--- config.mk ---
export PLATFORM = sky130hd
export DESIGN_NAME = dma_2d_write_master
export DESIGN_NICKNAME = d
export VERILOG_FILES = /design/src/rtl/dma_2d_write_master.sv
export SDC_FILE = /design/constraint.sdc
export NUM_CORES = 1
export LEC_CHECK = 0
export BUFFER_PORTS_ARGS = -buffer_cell sky130_fd_sc_hd__clkbuf_2
export CAP_MARGIN = 10
export CORE_MARGIN = 2
export CORE_UTILIZATION = 57
export DETAILED_ROUTE_END_ITERATION = 8
export PLACE_DENSITY = 0.8
export SLEW_MARGIN = 25
export SYNTH_ARGS = -nofsm -noshare
export SYNTH_HDL_FRONTEND = slang
export SYNTH_SLANG_ARGS = --single-unit
--- constraint.sdc ---
create_clock -name M_AXI_ACLK -period 5.2 [get_ports M_AXI_ACLK]
set_input_delay 1.04 -clock M_AXI_ACLK [delete_from_list [all_inputs] [get_ports M_AXI_ACLK]]
set_output_delay 1.04 -clock M_AXI_ACLK [all_outputs]
set_load 0.02 [all_outputs]
--- src/rtl/dma_2d_write_master.sv ---
// 2D write DMA: streams width x height rows from an FWFT FIFO into memory as AXI4 INCR bursts,
// one burst outstanding. Define DMA_WR_4K_SPLIT_EN to stop bursts at 4 KB boundaries.
module dma_2d_write_master #(
  parameter int unsigned C_M_AXI_ADDR_WIDTH = 32,
  parameter int unsigned C_M_AXI_DATA_WIDTH = 32,
  parameter int unsigned C_M_AXI_BURST_LEN  = 16
) (
  input  logic                            M_AXI_ACLK,
  input  logic                            M_AXI_ARESETN,
  input  logic                            i_start,
  input  logic [31:0]                     i_dst_addr,
  input  logic [31:0]                     i_img_width,
  input  logic [31:0]                     i_img_height,
  input  logic [31:0]                     i_img_stride,
  output logic                            o_write_done,
  output logic                            o_error,
  output logic                            o_fifo_pop,
  input  logic [C_M_AXI_DATA_WIDTH-1:0]   i_fifo_data,
  input  logic                            i_fifo_empty,
  output logic [C_M_AXI_ADDR_WIDTH-1:0]   M_AXI_AWADDR,
  output logic [7:0]                      M_AXI_AWLEN,
  output logic [2:0]                      M_AXI_AWSIZE,
  output logic [1:0]                      M_AXI_AWBURST,
  output logic                            M_AXI_AWVALID,
  input  logic                            M_AXI_AWREADY,
  output logic [C_M_AXI_DATA_WIDTH-1:0]   M_AXI_WDATA,
  output logic [C_M_AXI_DATA_WIDTH/8-1:0] M_AXI_WSTRB,
  output logic                            M_AXI_WLAST,
  output logic                            M_AXI_WVALID,
  input  logic                            M_AXI_WREADY,
  input  logic [1:0]                      M_AXI_BRESP,
  input  logic                            M_AXI_BVALID,
  output logic                            M_AXI_BREADY
);

  typedef enum logic [2:0] {S_IDLE, S_CALC, S_AW, S_W, S_B, S_DONE} state_e;

  state_e      state_q, state_d;
  logic [31:0] height_q, height_d;
  logic [31:0] stride_q, stride_d;
  logic [31:0] row_q, row_d;
  logic [31:0] row_addr_q, row_addr_d;
  logic [31:0] addr_q, addr_d;
  logic [29:0] row_words_q, row_words_d;
  logic [29:0] rem_q, rem_d;
  logic [8:0]  beats_q, beats_d;
  logic [7:0]  awlen_q, awlen_d;
  logic [7:0]  beat_cnt_q, beat_cnt_d;
  logic [31:0] awaddr_q, awaddr_d;
  logic        error_q, error_d;

  logic [31:0] beats_calc;
  logic [29:0] rem_next;
  logic        w_valid, w_hs, w_last;

  always_comb begin
    beats_calc = (32'(rem_q) < 32'(C_M_AXI_BURST_LEN)) ? 32'(rem_q) : 32'(C_M_AXI_BURST_LEN);
`ifdef DMA_WR_4K_SPLIT_EN
    // words left before the next 4 KB boundary; never 0 because addr is word aligned
    if (((32'h0000_1000 - {20'd0, addr_q[11:0]}) >> 2) < beats_calc)
      beats_calc = (32'h0000_1000 - {20'd0, addr_q[11:0]}) >> 2;
`endif
  end

  assign w_valid = (state_q == S_W) && !i_fifo_empty;
  assign w_hs    = w_valid && M_AXI_WREADY;
  assign w_last  = (state_q == S_W) && (beat_cnt_q == awlen_q);

  always_comb begin
    state_d     = state_q;
    height_d    = height_q;
    stride_d    = stride_q;
    row_d       = row_q;
    row_addr_d  = row_addr_q;
    addr_d      = addr_q;
    row_words_d = row_words_q;
    rem_d       = rem_q;
    beats_d     = beats_q;
    awlen_d     = awlen_q;
    beat_cnt_d  = beat_cnt_q;
    awaddr_d    = awaddr_q;
    error_d     = error_q;
    rem_next    = rem_q - 30'(beats_q);
    case (state_q)
      S_IDLE: begin
        if (i_start) begin
          height_d    = i_img_height;
          stride_d    = i_img_stride;
          row_words_d = i_img_width[31:2];
          rem_d       = i_img_width[31:2];
          row_d       = '0;
          row_addr_d  = i_dst_addr;
          addr_d      = i_dst_addr;
          error_d     = 1'b0;
          state_d     = (i_img_width < 32'd4 || i_img_height == '0) ? S_DONE : S_CALC;
        end
      end
      S_CALC: begin
        beats_d    = 9'(beats_calc);
        awlen_d    = 8'(beats_calc - 32'd1);
        awaddr_d   = addr_q;
        beat_cnt_d = '0;
        state_d    = S_AW;
      end
      S_AW: begin
        if (M_AXI_AWREADY) state_d = S_W;
      end
      S_W: begin
        if (w_hs) begin
          beat_cnt_d = beat_cnt_q + 8'd1;
          if (w_last) state_d = S_B;
        end
      end
      S_B: begin
        if (M_AXI_BVALID) begin
          error_d = error_q | (M_AXI_BRESP != 2'b00);
          addr_d  = addr_q + 32'({beats_q, 2'b00});
          if (rem_next != '0) begin
            rem_d   = rem_next;
            state_d = S_CALC;
          end else begin
            // row finished: restart from the next row start, not from the running address
            row_d      = row_q + 32'd1;
            row_addr_d = row_addr_q + stride_q;
            addr_d     = row_addr_q + stride_q;
            rem_d      = row_words_q;
            state_d    = ((row_q + 32'd1) < height_q) ? S_CALC : S_DONE;
          end
        end
      end
      S_DONE:  state_d = S_IDLE;
      default: state_d = S_IDLE;
    endcase
  end

  always_ff @(posedge M_AXI_ACLK or negedge M_AXI_ARESETN) begin
    if (!M_AXI_ARESETN) begin
      state_q     <= S_IDLE;
      height_q    <= '0;
      stride_q    <= '0;
      row_q       <= '0;
      row_addr_q  <= '0;
      addr_q      <= '0;
      row_words_q <= '0;
      rem_q       <= '0;
      beats_q     <= '0;
      awlen_q     <= '0;
      beat_cnt_q  <= '0;
      awaddr_q    <= '0;
      error_q     <= 1'b0;
    end else begin
      state_q     <= state_d;
      height_q    <= height_d;
      stride_q    <= stride_d;
      row_q       <= row_d;
      row_addr_q  <= row_addr_d;
      addr_q      <= addr_d;
      row_words_q <= row_words_d;
      rem_q       <= rem_d;
      beats_q     <= beats_d;
      awlen_q     <= awlen_d;
      beat_cnt_q  <= beat_cnt_d;
      awaddr_q    <= awaddr_d;
      error_q     <= error_d;
    end
  end

  assign M_AXI_AWADDR  = C_M_AXI_ADDR_WIDTH'(awaddr_q);
  assign M_AXI_AWLEN   = awlen_q;
  assign M_AXI_AWSIZE  = 3'b010;
  assign M_AXI_AWBURST = 2'b01;
  assign M_AXI_AWVALID = (state_q == S_AW);
  assign M_AXI_WDATA   = i_fifo_data;
  assign M_AXI_WSTRB   = '1;
  assign M_AXI_WLAST   = w_last;
  assign M_AXI_WVALID  = w_valid;
  assign M_AXI_BREADY  = (state_q == S_B);
  assign o_fifo_pop    = w_hs;
  assign o_write_done  = (state_q == S_DONE);
  assign o_error       = error_q;

endmodule

==> results.toml <==
[route]
via_per_inst = 6.074
vias = 15398
post_drt_wl_per_cell_um = 18.54
firstDrtPassIters = 6
ant_nets = 0
drc = 0
first_iter_violations = 1393
routed_wl_mm = 46.99

[yosys]
yosys-top-cells-area = "dfrtp_1, nand2_1, ha_1"
synth_compound_area_frac = 0.1791
synth_top_cell_by_area = "dfrtp_1"
synthMuxAreaShare = 0.006308
ys_warn_count = 0
postSynthAreaPerCell_um2 = 8.343
synth.distinct_cells = 77
netlist_instances = 2021
synth-main-ff-cell = "dfrtp_1"
synth_fa_ha_area_frac = 0.06515
synth-seq-cells = 281
async_reset_ff_frac = 1.000
synth_edf_count = 0
netlist_area_um2 = 16860
synth_simple_gate_area_frac = 0.2238
synth_top_family_by_area = "simple AND/OR/NAND/NOR gates"
yosysSeqAreaShare = 0.4170
synth_most_common_cell = "nand2_1"
synth_xor_area_frac = 0.05091
synth.top_cell.area_share = 0.4170
synth_commonest_cells = "nand2_1, dfrtp_1, o21ai_0"

[clock_tree]
clkTransAtPathRegs_ns = 0.06
cts-htree-levels = 1
cts_buffer_depth = 3
cts_tree = "done"
cts_sinks = 281
cts.repair.resized = 0
post_cts_buffers = 0
numCtsBuffers = 31
postCtsHoldBufs = 0
clk_latency_ns = 0.56
cts.root.buffer_cell = "clkbuf_16"

[floorplan]
num_rows = 62
core_um2 = 28940
io_pins = 257
die_y_um = 176.0
die_area_um2 = 30970
fp.dieW_um = 176.0
initial_core_util = 0.5827

[sta]
whs_ns = 0.4745
setup_violations = 0
period_needed_ns = 4.632
skew_ns = 0.008537
fin_setup_tns_ns = 0
hold_violations = 0
period_share = 0.8908
final-max-slew-violation-count = 0
tightest_slew_ns = 0.8935
rsz0062_at_grt = "false"
maxSlewHeadroom = 0.4043
fmax_mhz = 215.9
setup_ws_ns = 0.5680

[power_and_ir_drop]
power_density_nw_per_um2 = 549.6
finalPower_mw = 10.41
ir_worst_vdd_uv = 322.6
leakage_nw = 9.475

[worst_setup_path]
critical_path_class = "flop to flop"
cp_slowest_cell = "or4_1"
path_max_fanout = 25
endpoint_kind = "flop"
setup.worst_path.start_class = "flop"
crit_chain = "inv_1, ha_1, fa_1, and2b_1, o31a_2, o21ai_0, nand2_1, xnor2_1, or3_1, or4_1, nor3_4, o21ai_4, buf_4, o21ai_0, o31ai_1"
cpMostUsedCell = "o21ai_0"
cpPeakStageDelay_ns = 0.46
critPathArrivalTime_ns = 5.06
crit_required_ns = 5.63

[placement]
place_ws_ns = 0.6768
hpwl_mm = 33.03
gp_congestion = 0.9423
portBuffers = 181

[layout]
nets = 2384
fillers = 2359
syn2layout_area_growth_pct = 12.36
drive_gt1_frac = 0.1316
diodes = 0
utilization = 0.6547

[run]
drv_cap = 0

[status]
outcome = "completed"

[global_routing]
grt_pass1_vias = 15068
grt-ovfl-total = 0
grt_pass1_wl_mm = 76.63
antenna_found_initial = 0
grt_usage = 0.3056
grt_max_degree = 116

[hold_path]
hp-class = "flop to flop"
-- logic make-up (layout without fill, tap and decap cells) --
| logic type | after synthesis | in the layout |
|---|---|---|
| and+or+nand+nor | 860 | 860 |
| AOI/OAI and AO/OA | 477 | 477 |
| DFF | 281 | 281 |
| buffers and inverters | 207 | 330 |
| xor gates and xnor gates | 98 | 98 |
| adders and majority gates | 86 | 86 |
| muxes | 10 | 10 |
| other | 2 | 9 |
-- layer usage --
metal,track usage,routed length (um)
met5,0,0
met4,0.1088,1482
met3,0.04759,3697
met2,0.4951,21790
met1,0.4199,20020
-- metrics by stage --
step / area [um^2] / cells
floorplan: 16890 / 2028
global placement: 17830 / 2479
detailed placement: 17830 / 2479
CTS: 18910 / 2534
global route: 18940 / 2535
finish: 18940 / 2535
-- cells in the final DEF, fill, tap and decap left out, types with 16 or more instances in the layout --
cell and n:
nor3_1 34, a22oi_1 19, inv_1 69, clkbuf_16 31
o21ai_0 152, nand2_1 494, a21oi_1 112, nor2_1 116
a31oi_1 17, xor2_1 49, dfrtp_1 281, nand3_1 72
xnor2_1 49, o21a_1 22, o31ai_1 16, buf_4 20
nand4_1 19, nor4_1 25, clkbuf_2 180, a21o_1 35
ha_1 83, and3_1 26
-- where the power goes --
group | total, mW | leakage [nW] | internal (mW) | switching, mW
clock | 2.35 | 0.534 | 1.45 | 0.900
sequential | 3.75 | 3.59 | 3.02 | 0.722
combinational | 4.32 | 5.35 | 1.73 | 2.58
total | 10.4 | 9.47 | 6.20 | 4.21
-- flip-flops by register name, indices dropped and copies added (netlist names) --
name,flops
row_addr_q,32
state_q,3
row_words_q,30
height_q,32
addr_q,32
M_AXI_AWLEN,8
stride_q,32
o_error,1
rem_q,30
row_q,32
M_AXI_AWADDR,32
beats_q,9
beat_cnt_q,8
-- final cells by class --
type,count,area [um^2],area share
multi-input combinational,1540,8934,0.4716
sequential,281,7032,0.3712
timing repair buffer,205,1154,0.06089
clock buffer,46,912.1,0.04815
tap,384,480.5,0.02536
inverter,70,262.8,0.01387
clock inverter,9,170.2,0.008982
-- critical path: cells and delay by family (launching register included) --
family | cells | cell delay, ns
AO/OA/AOI/OAI | 5 | 1.44
flip-flops | 1 | 0.45
AND/OR/NAND/NOR | 5 | 1.62
adder cells (fa/ha/maj) | 2 | 0.39
buffers and inverters | 2 | 0.41
XOR/XNOR | 1 | 0.18
-- final timing paths --
check	start	to	slack (ns)	cells past startpoint
setup / recovery	rem_q[0]$_DFFE_PN0P_	row_q[22]$_DFFE_PN0P_	0.57	15
min in group asynchronous	M_AXI_ARESETN	height_q[29]$_DFFE_PN0P_	0.56	1
hold reg to reg	M_AXI_AWADDR[6]$_DFFE_PN0P_	M_AXI_AWADDR[6]$_DFFE_PN0P_	0.47	2
setup reg to reg	rem_q[0]$_DFFE_PN0P_	row_q[22]$_DFFE_PN0P_	0.57	15
hold / removal	M_AXI_AWADDR[6]$_DFFE_PN0P_	M_AXI_AWADDR[6]$_DFFE_PN0P_	0.47	2
max in group asynchronous	M_AXI_ARESETN	rem_q[16]$_DFFE_PN0P_	3.60	2
Power figures use the tool's default switching activity.
